`src/rtl/cpu_types_pkg.sv`:
```
// Shared CPU types: bus word, memory-arbiter state encoding, word alignment.
package cpu_types_pkg;

  typedef logic [31:0] word_t;

  typedef enum logic [2:0] {
    IDLE,
    IACC,
    DACC,
    IDONE,
    DDONE
  } memstate_t;

  localparam word_t WORD_MASK = 32'hFFFF_FFFC;

  // Clear the byte offset so the RAM always sees a word address.
  function automatic word_t word_align(input word_t addr);
    return addr & WORD_MASK;
  endfunction

endpackage

```
`src/rtl/memory_arbiter_if.sv`:
```
// Datapath/RAM bus seen by the memory arbiter. Signal names match the legacy ports.
interface memory_arbiter_if;
  import cpu_types_pkg::*;

  // datapath side
  logic  imemREN;
  word_t imemaddr;
  logic  dmemREN;
  logic  dmemWEN;
  word_t dmemaddr;
  word_t dmemstore;
  logic  halt;
  logic  ihit;
  logic  dhit;
  word_t imemload;
  word_t dmemload;

  // RAM side
  logic  ramREN;
  logic  ramWEN;
  word_t ramaddr;
  word_t ramstore;
  word_t ramload;
  logic  ramready;

  // Arbiter view
  modport slave (
    input  imemREN, imemaddr, dmemREN, dmemWEN, dmemaddr, dmemstore, halt,
           ramload, ramready,
    output ihit, dhit, imemload, dmemload, ramREN, ramWEN, ramaddr, ramstore
  );

  // Datapath + RAM view
  modport master (
    output imemREN, imemaddr, dmemREN, dmemWEN, dmemaddr, dmemstore, halt,
           ramload, ramready,
    input  ihit, dhit, imemload, dmemload, ramREN, ramWEN, ramaddr, ramstore
  );

endinterface

```
`src/rtl/sat_counter.sv`:
```
// Saturating up-counter with synchronous clear; holds at all-ones.
module sat_counter #(
  parameter int unsigned W = 32
) (
  input  logic         CLK,
  input  logic         nRST,
  input  logic         en,
  input  logic         clr,
  output logic [W-1:0] count
);

  // Count enabled events, stopping at the maximum value instead of wrapping.
  always_ff @(posedge CLK or negedge nRST) begin
    if (!nRST) begin
      count <= '0;
    end else if (clr) begin
      count <= '0;
    end else if (en && (count != '1)) begin
      count <= count + W'(1);
    end
  end

endmodule

```
`src/rtl/memory_arbiter.sv`:
```
// Arbitrates one RAM port between instruction fetch and data access.
// Data wins ties; an access may be abandoned if its request drops before ramready.
module memory_arbiter
  import cpu_types_pkg::*;
#(
  parameter int unsigned CNT_W = 32
) (
  input  logic              CLK,
  input  logic              nRST,
  memory_arbiter_if.slave   bus,
  output logic [CNT_W-1:0]  icount,
  output logic [CNT_W-1:0]  dcount,
  output logic [CNT_W-1:0]  stallcount
);

  memstate_t state_q;
  memstate_t state_d;

  logic data_req;
  logic stall_en;
  logic freeze;

  assign data_req = bus.dmemREN | bus.dmemWEN;

  // State register; reset discards any access in flight.
  always_ff @(posedge CLK or negedge nRST) begin
    if (!nRST) begin
      state_q <= IDLE;
    end else begin
      state_q <= state_d;
    end
  end

  // Next-state and RAM strobe/address decode.
  always_comb begin
    state_d      = state_q;
    bus.ramREN   = 1'b0;
    bus.ramWEN   = 1'b0;
    bus.ramaddr  = '0;
    bus.ramstore = '0;
    unique case (state_q)
      IDLE: begin
        if (data_req) begin
          state_d = DACC;
        end else if (bus.imemREN && !bus.halt) begin
          state_d = IACC;
        end
      end
      IACC: begin
        bus.ramREN  = 1'b1;
        bus.ramaddr = word_align(bus.imemaddr);
        if (!bus.imemREN) begin
          state_d = IDLE;
        end else if (bus.ramready) begin
          state_d = IDONE;
        end
      end
      DACC: begin
        bus.ramREN   = bus.dmemREN;
        bus.ramWEN   = bus.dmemWEN & ~bus.dmemREN;
        bus.ramaddr  = word_align(bus.dmemaddr);
        bus.ramstore = bus.dmemstore;
        if (!data_req) begin
          state_d = IDLE;
        end else if (bus.ramready) begin
          state_d = DDONE;
        end
      end
      IDONE, DDONE: begin
        state_d = IDLE;
      end
      default: begin
        state_d = IDLE;
      end
    endcase
  end

  // Hit pulses last exactly the one DONE cycle.
  assign bus.ihit = (state_q == IDONE);
  assign bus.dhit = (state_q == DDONE);

  // Capture read data only for a live (non-aborted) read completing this cycle.
  always_ff @(posedge CLK or negedge nRST) begin
    if (!nRST) begin
      bus.imemload <= '0;
      bus.dmemload <= '0;
    end else begin
      if ((state_q == IACC) && bus.imemREN && bus.ramready) begin
        bus.imemload <= bus.ramload;
      end
      if ((state_q == DACC) && bus.dmemREN && bus.ramready) begin
        bus.dmemload <= bus.ramload;
      end
    end
  end

  // Counters hold while the halted datapath idles; stalls only occur mid-access.
  assign freeze   = bus.halt && (state_q == IDLE);
  assign stall_en = ((state_q == IACC) || (state_q == DACC)) && !bus.ramready;

  sat_counter #(.W(CNT_W)) u_icount (
    .CLK   (CLK),
    .nRST  (nRST),
    .en    (bus.ihit && !freeze),
    .clr   (1'b0),
    .count (icount)
  );

  sat_counter #(.W(CNT_W)) u_dcount (
    .CLK   (CLK),
    .nRST  (nRST),
    .en    (bus.dhit && !freeze),
    .clr   (1'b0),
    .count (dcount)
  );

  sat_counter #(.W(CNT_W)) u_stallcount (
    .CLK   (CLK),
    .nRST  (nRST),
    .en    (stall_en && !freeze),
    .clr   (1'b0),
    .count (stallcount)
  );

endmodule

```
`src/flat_wrapper.sv`:
```
// flat-port wrapper written by rule: the top's interface ports become plain ports
module memory_arbiter_flat import cpu_types_pkg::*;
#(
  parameter int unsigned CNT_W = 32
)
  (CLK, nRST, icount, dcount, stallcount, bus_imemREN, bus_imemaddr, bus_dmemREN, bus_dmemWEN, bus_dmemaddr, bus_dmemstore, bus_halt, bus_ramload, bus_ramready, bus_ihit, bus_dhit, bus_imemload, bus_dmemload, bus_ramREN, bus_ramWEN, bus_ramaddr, bus_ramstore);
  memory_arbiter_if bus_i ();
  input  logic CLK;
  input  logic nRST;
  output logic [CNT_W-1:0] icount;
  output logic [CNT_W-1:0] dcount;
  output logic [CNT_W-1:0] stallcount;
  input wire logic [$bits(bus_i.imemREN)-1:0] bus_imemREN;
  input wire logic [$bits(bus_i.imemaddr)-1:0] bus_imemaddr;
  input wire logic [$bits(bus_i.dmemREN)-1:0] bus_dmemREN;
  input wire logic [$bits(bus_i.dmemWEN)-1:0] bus_dmemWEN;
  input wire logic [$bits(bus_i.dmemaddr)-1:0] bus_dmemaddr;
  input wire logic [$bits(bus_i.dmemstore)-1:0] bus_dmemstore;
  input wire logic [$bits(bus_i.halt)-1:0] bus_halt;
  input wire logic [$bits(bus_i.ramload)-1:0] bus_ramload;
  input wire logic [$bits(bus_i.ramready)-1:0] bus_ramready;
  output wire logic [$bits(bus_i.ihit)-1:0] bus_ihit;
  output wire logic [$bits(bus_i.dhit)-1:0] bus_dhit;
  output wire logic [$bits(bus_i.imemload)-1:0] bus_imemload;
  output wire logic [$bits(bus_i.dmemload)-1:0] bus_dmemload;
  output wire logic [$bits(bus_i.ramREN)-1:0] bus_ramREN;
  output wire logic [$bits(bus_i.ramWEN)-1:0] bus_ramWEN;
  output wire logic [$bits(bus_i.ramaddr)-1:0] bus_ramaddr;
  output wire logic [$bits(bus_i.ramstore)-1:0] bus_ramstore;
  assign bus_i.imemREN = bus_imemREN;
  assign bus_i.imemaddr = bus_imemaddr;
  assign bus_i.dmemREN = bus_dmemREN;
  assign bus_i.dmemWEN = bus_dmemWEN;
  assign bus_i.dmemaddr = bus_dmemaddr;
  assign bus_i.dmemstore = bus_dmemstore;
  assign bus_i.halt = bus_halt;
  assign bus_i.ramload = bus_ramload;
  assign bus_i.ramready = bus_ramready;
  assign bus_ihit = bus_i.ihit;
  assign bus_dhit = bus_i.dhit;
  assign bus_imemload = bus_i.imemload;
  assign bus_dmemload = bus_i.dmemload;
  assign bus_ramREN = bus_i.ramREN;
  assign bus_ramWEN = bus_i.ramWEN;
  assign bus_ramaddr = bus_i.ramaddr;
  assign bus_ramstore = bus_i.ramstore;
  memory_arbiter #(.CNT_W(CNT_W)) u_core (.CLK(CLK), .nRST(nRST), .bus(bus_i), .icount(icount), .dcount(dcount), .stallcount(stallcount));
endmodule
```
`config.mk`:
```
export PLATFORM = sky130hd
export DESIGN_NAME = memory_arbiter_flat
export DESIGN_NICKNAME = d
export VERILOG_FILES = /design/src/rtl/cpu_types_pkg.sv /design/src/rtl/memory_arbiter_if.sv /design/src/rtl/sat_counter.sv /design/src/rtl/memory_arbiter.sv /design/src/flat_wrapper.sv
export SDC_FILE = /design/constraint.sdc
export NUM_CORES = 1
export LEC_CHECK = 0
export BUFFER_PORTS_ARGS = -buffer_cell sky130_fd_sc_hd__buf_2
export CELL_PAD_IN_SITES_DETAIL_PLACEMENT = 0
export CELL_PAD_IN_SITES_GLOBAL_PLACEMENT = 1
export CORE_ASPECT_RATIO = 0.8
export CORE_MARGIN = 5
export CORE_UTILIZATION = 38
export DETAILED_ROUTE_END_ITERATION = 12
export PLACE_DENSITY = 0.86
export SLEW_MARGIN = 20
export SYNTH_ARGS = -nofsm -noshare
export SYNTH_HDL_FRONTEND = slang
export SYNTH_SLANG_ARGS = --single-unit
export TNS_END_PERCENT = 1
```
`constraint.sdc`:
```
create_clock -name CLK -period 3.3 [get_ports CLK]
set_clock_uncertainty 0.2 [all_clocks]
set_input_delay 0.66 -clock CLK [delete_from_list [all_inputs] [get_ports CLK]]
set_output_delay 0.66 -clock CLK [all_outputs]
set_load 0.01 [all_outputs]
```
# ---- Word-level counts from Yosys, hierarchy flattened
# Index checks and enable logic that the tools add are counted.
# Widths: inputs -> output; s select.
dict set report op_classes {
  addsub 3
  eq_ne 10
  n_mux 11
  bitwise 3
  n_reduce_logical 19
}
# operator n
set op_table {}
lappend op_table {{$add 32x1->32 const B} 3}
lappend op_table {{$ne 32x32->1 const B} 3}
lappend op_table {{$pmux 32 s2} 1}
lappend op_table {{$mux 32} 1}
lappend op_table {{$mux 3} 6}
lappend op_table {{$logic_and 1x1->1} 13}
lappend op_table {{$pmux 3 s3} 1}
lappend op_table {{$eq 3x2->1 const B} 2}
lappend op_table {{$ne 3x3->1 const B} 2}
lappend op_table {{$eq 3x1->1 const B} 1}
lappend op_table {{$eq 3x3->1 const B} 1}
lappend op_table {{$logic_not 1->1} 3}
lappend op_table {{$logic_not 3->1} 1}
lappend op_table {{$ne 3x1->1 const B} 1}
lappend op_table {{$reduce_and 3->1} 1}
lappend op_table {{$pmux 1 s2} 1}
lappend op_table {{$and 1x1->1} 1}
lappend op_table {{$logic_or 1x1->1} 1}
lappend op_table {{$mux 1} 1}
lappend op_table {{$not 1->1} 1}
lappend op_table {{$or 1x1->1} 1}
dict set report word_totals {
  reg_bits 163
  wordCells 52
}

# ---- Logic depth before layout (Yosys ltp)
dict set report logic_depth {
  ltp_word 5
  depth_mapped 7
}

# ---- Hierarchy
# A second synthesis with hierarchy kept.
dict set report hier_totals {
  cells_unflattened 830
  hier_area_um2 8882.3
}
# module n_inst cells_each area_each_um2 seq_area_each_um2
set by_module_without_submodules {}
lappend by_module_without_submodules {sat_counter 3 198 1854.3 800.8}
lappend by_module_without_submodules {memory_arbiter 1 236 3319.4 1676.6}

# ---- Worst setup path after synthesis
# Ideal clock, no wire load.
dict set report synth_path {
  path_type {register -> output}
  from {register u_core.state_q[0]}
  to {output bus_ramaddr[11]}
  t_arrival_ns 1.556
  t_required_ns 2.440
  path_slack_ns 0.884
  path_stages_with_launch 6
  path_buffers 3
  cell_sequence {dfrtp_1 buf_4 nor3b_1 clkbuf_1 clkbuf_1 a22o_1}
}
dict set report synth_between {
  elab_chain_cells 2
  elab_cells_between_ends 3
  classes_between {eq/ne (2); mux (1)}
}
# item line
set synth_lines {}
lappend synth_lines {{start, declared} memory_arbiter.sv:16} ;# memstate_t state_q;
lappend synth_lines {{start signal, assigned} memory_arbiter.sv:30} ;# state_q <= state_d;
lappend synth_lines {{$eq 3x2->1 / $eq 3x1->1 (equally long branches)} memory_arbiter.sv:41} ;# unique case (state_q)
lappend synth_lines {{$pmux 32 s2 (*)} memory_arbiter.sv:41}
lappend synth_lines {{end, declared} flat_wrapper.sv:28} ;# output wire logic [$bits(bus_i.ramaddr)-1:0] bus_ramaddr;
# Mark *: on every way between the ends. The rest lies on a longest branch, timed or not.

# ---- Worst setup path after layout
dict set report layout_path {
  from {register u_core.state_q[1]}
  to {output bus_ramstore[24]}
}
dict set report layout_between {
  elab_chain_cells 2
}
# item line
set layout_lines {}
lappend layout_lines {{$eq 3x2->1} memory_arbiter.sv:41}
lappend layout_lines {{$mux 32} memory_arbiter.sv:41}
lappend layout_lines {{end, declared} flat_wrapper.sv:29} ;# output wire logic [$bits(bus_i.ramstore)-1:0] bus_ramstore;
# Every way passes these cells.

==> flow_summary.yaml <==
finish:
  fin_util: 0.526
  mostFrequentLayoutCell: "buf_2"
  drive_gt1_frac: 0.439
  stdcell_count: 1304
  final_cell_area_um2: 10500
  final_nets: 1164
  final_cell_mix: "355 x buf_2, 163 x dfrtp_1, 61 x xnor2_1"
  num-fill-cells: 1815
  syn_to_final_growth_pct: 35.7
timing:
  finalCritPeriodShare: 0.898
  setup_violations: 0
  hold_viol: 0
  min_period_ps: 2960
  grt_setup_unrepaired: "false"
  worst_pin_slew_ps: 747
  tns_ps: 0
  max_freq_mhz: 337
  layout_setup_ws_ps: 335
  finalHoldWorstSlack_ps: 259
  max-slew-margin-rel: 0.497
  final-max-slew-violation-count: 0
setup_path:
  rr_startpoint: "u_core.u_stallcount.count[9]"
  worstPathArrival_ps: 2100
  critPathTopFamily: "simple AND/OR/NAND/NOR gates"
  critPathMaxStageDelay_ps: 540
  critical_path_class: "flip-flop to output pin"
  crit_fanout: 62
  crit_slowest_cell: "dfrtp_1"
  cp_data_required_time_ps: 2440
  end_kind: "output pin"
  r2r_setup_slack_ps: 760
  worstPathCellList: "nor3b_2 -> buf_12 -> and2_1 -> buf_2"
  ff2ff_path_depth: 5
  crit_path_start_kind: "flip-flop"
  critPathBufInv: 2
  r2r-end: "u_core.u_stallcount.count[1]"
synthesis:
  yosys_warnings: 0
  ys_seq_area_frac: 0.530
  synthArstFlopShare: 1.00
  syn_inst: 662
  synth_enable_flop_cells: 0
  synth_top_area_cell: "dfrtp_1"
  yosys-top-cells-area: "dfrtp_1 53%, xnor2_1 6.9%, mux2_2 5.8%"
  syn_area_um2: 7700
  ys.flop_type: "dfrtp_1"
  synth_top_area_frac: 0.530
  ys_seq_elements: 163
  synth_cell_types: 52
  avgSynthCellArea_um2: 11.6
outcome:
  run_status: "finished clean"
power_and_ir_drop:
  power_density_nw_per_um2: 643
  p_leak_nw: 5.57
  power_mw: 6.72
  ir_drop_mv: 0.351
detailed_routing:
  ant_nets: 0
  vias: 6519
  routed_via_density: 5.00
  drt_pass1_iterations: 5
  highest_layer: "met5"
  dr_wl_met2_mm: 11.4
  routed_wl_mm: 23.4
  drt_iter0_drc: 436
  wl_met1_mm: 9.53
  wl_met3_mm: 1.87
  wl_per_cell_um: 18.0
  route.detailed.drc: 0
placement:
  numPlacedInstances: 1270
  place_area_um2: 9830
  gp_congestion: 0.871
  place_ws_ps: 724
  place.detailed.hpwl_mm: 18.4
  port_buffers: 356
cts:
  clock_path_buffers: 2
  clk_latency_ps: 420
  postCtsSetupRepairBufs: 0
  cts_tree: "yes"
  htree_levels: 4
  clockRootBuffer: "clkbuf_16"
  cts.clk_slew.worst_paths_ps: 80
  cts_buffers: 17
  cts.sinks: 163
die:
  die_area_um2: 23200
  core_area_um2: 19900
  die_w_um: 169
  num_rows: 46
  ioPinCount: 363
  start_util: 0.388
  die_h_um: 137
global_route:
  grt_pass1_vias: 6350
  grt_overflow: 0
  grt_pass1_wl_mm: 35.3
  grt_max_degree: 72
  grt_util_all_layers: 0.195
  antenna_found_initial: 5
hold_path:
  hp-class: "primary input to flip-flop"
  hold_start: "bus_ramload[14]"
  whs_path_depth: 2
  worstHoldEndpoint: "u_core.bus.imemload[14]"
flow_run:
  drv_cap: 0
[worst register-to-register path, stage by stage, from the launching register on]
cell,delay (ps)
dfrtp_1,440
nand4_1,210
nor4_2,570
and4_1,470
nand2b_1,210
mux2_1,330
[metal layers]
| layer | track usage | vias to the layer above |
|---|---|---|
| li1 | - | 3109 |
| met1 | 0.244 | 3107 |
| met5 | 0 | - |
| met2 | 0.322 | 256 |
| met3 | 0.0579 | 41 |
| met4 | 0.0724 | 6 |
[synth_stat cells, types with 2 or more instances]
cell and number:
nand3_1 30, and2_1 38, or2_2 3, buf_1 5, buf_4 4, a211oi_2 2, nor4b_1 2, xor2_1 30
nor3_2 4, nor2_1 35, clkbuf_1 11, nor3_1 14, a31oi_1 2, a21o_1 2, inv_1 8, dfrtp_1 163
mux2_1 28, mux2_2 40, and4_1 4, or3b_1 2, ha_1 3, and3b_1 2, and3_1 18, nor3b_1 2
a21oi_1 4, buf_2 2, nor4_1 5, xnor2_1 61, or3_1 2, nor4bb_1 2, nand4_1 46, nand2_1 39
a22o_1 30
[state kept, by name, summed over array words and instances, names as in the netlist]
name and count:
u_core.bus.dmemload 32, u_core.bus.imemload 32, u_core.state_q 3, u_core.u_dcount.count 32, u_core.u_icount.count 32, u_core.u_stallcount.count 32
[layout make-up]
type / instances / area [um^2] / area share
sequential: 163 / 4080 / 0.390
multi-input combinational: 469 / 3490 / 0.334
timing repair buffer: 367 / 1910 / 0.183
clock buffer: 18 / 439 / 0.0420
tap: 264 / 330 / 0.0316
clock inverter: 14 / 165 / 0.0158
inverter: 8 / 30.0 / 0.00287
antenna: 1 / 2.50 / 0.000239
[cell families (layout without fill, tap and decap cells)]
family	count (synthesis)	in the layout	synth area share
and+or+nand+nor	258	258	0.192
DFF	163	163	0.530
xor gates and xnor gates	91	91	0.103
muxes	68	68	0.0994
AOI/OAI and AO/OA	47	47	0.0522
buffers and inverters	31	407	0.0184
adders and majority gates	3	3	0.00487
other	1	3	0.000487
[power by group]
group	total (mW)	internal, mW	leakage [nW]	switching, mW
sequential	2.68	2.41	2.16	0.272
clock	1.97	1.04	0.294	0.931
combinational	2.06	0.980	3.12	1.08
[what timing repair did]
item                                   4_1_cts  5_1_grt
resized for setup                            0        0
setup endpoints to repair                    0        0
endpoints found under the hold margin       25        0
hold buffers                                 1        0
[worst max-delay path by stage]
stage	start	endpoint	slack (ps)	cells past startpoint
floorplan	u_core.state_q[0]	bus_ramaddr[11]	880	5
global placement	bus_ramready	u_core.u_stallcount.count[31]	740	6
detailed placement	bus_ramready	u_core.u_stallcount.count[23]	720	6
CTS	u_core.state_q[1]	bus_ramstore[25]	280	4
global route	u_core.state_q[1]	bus_ramstore[27]	150	4
finish	u_core.state_q[1]	bus_ramstore[24]	340	4
(Power assumes the default switching activity.)
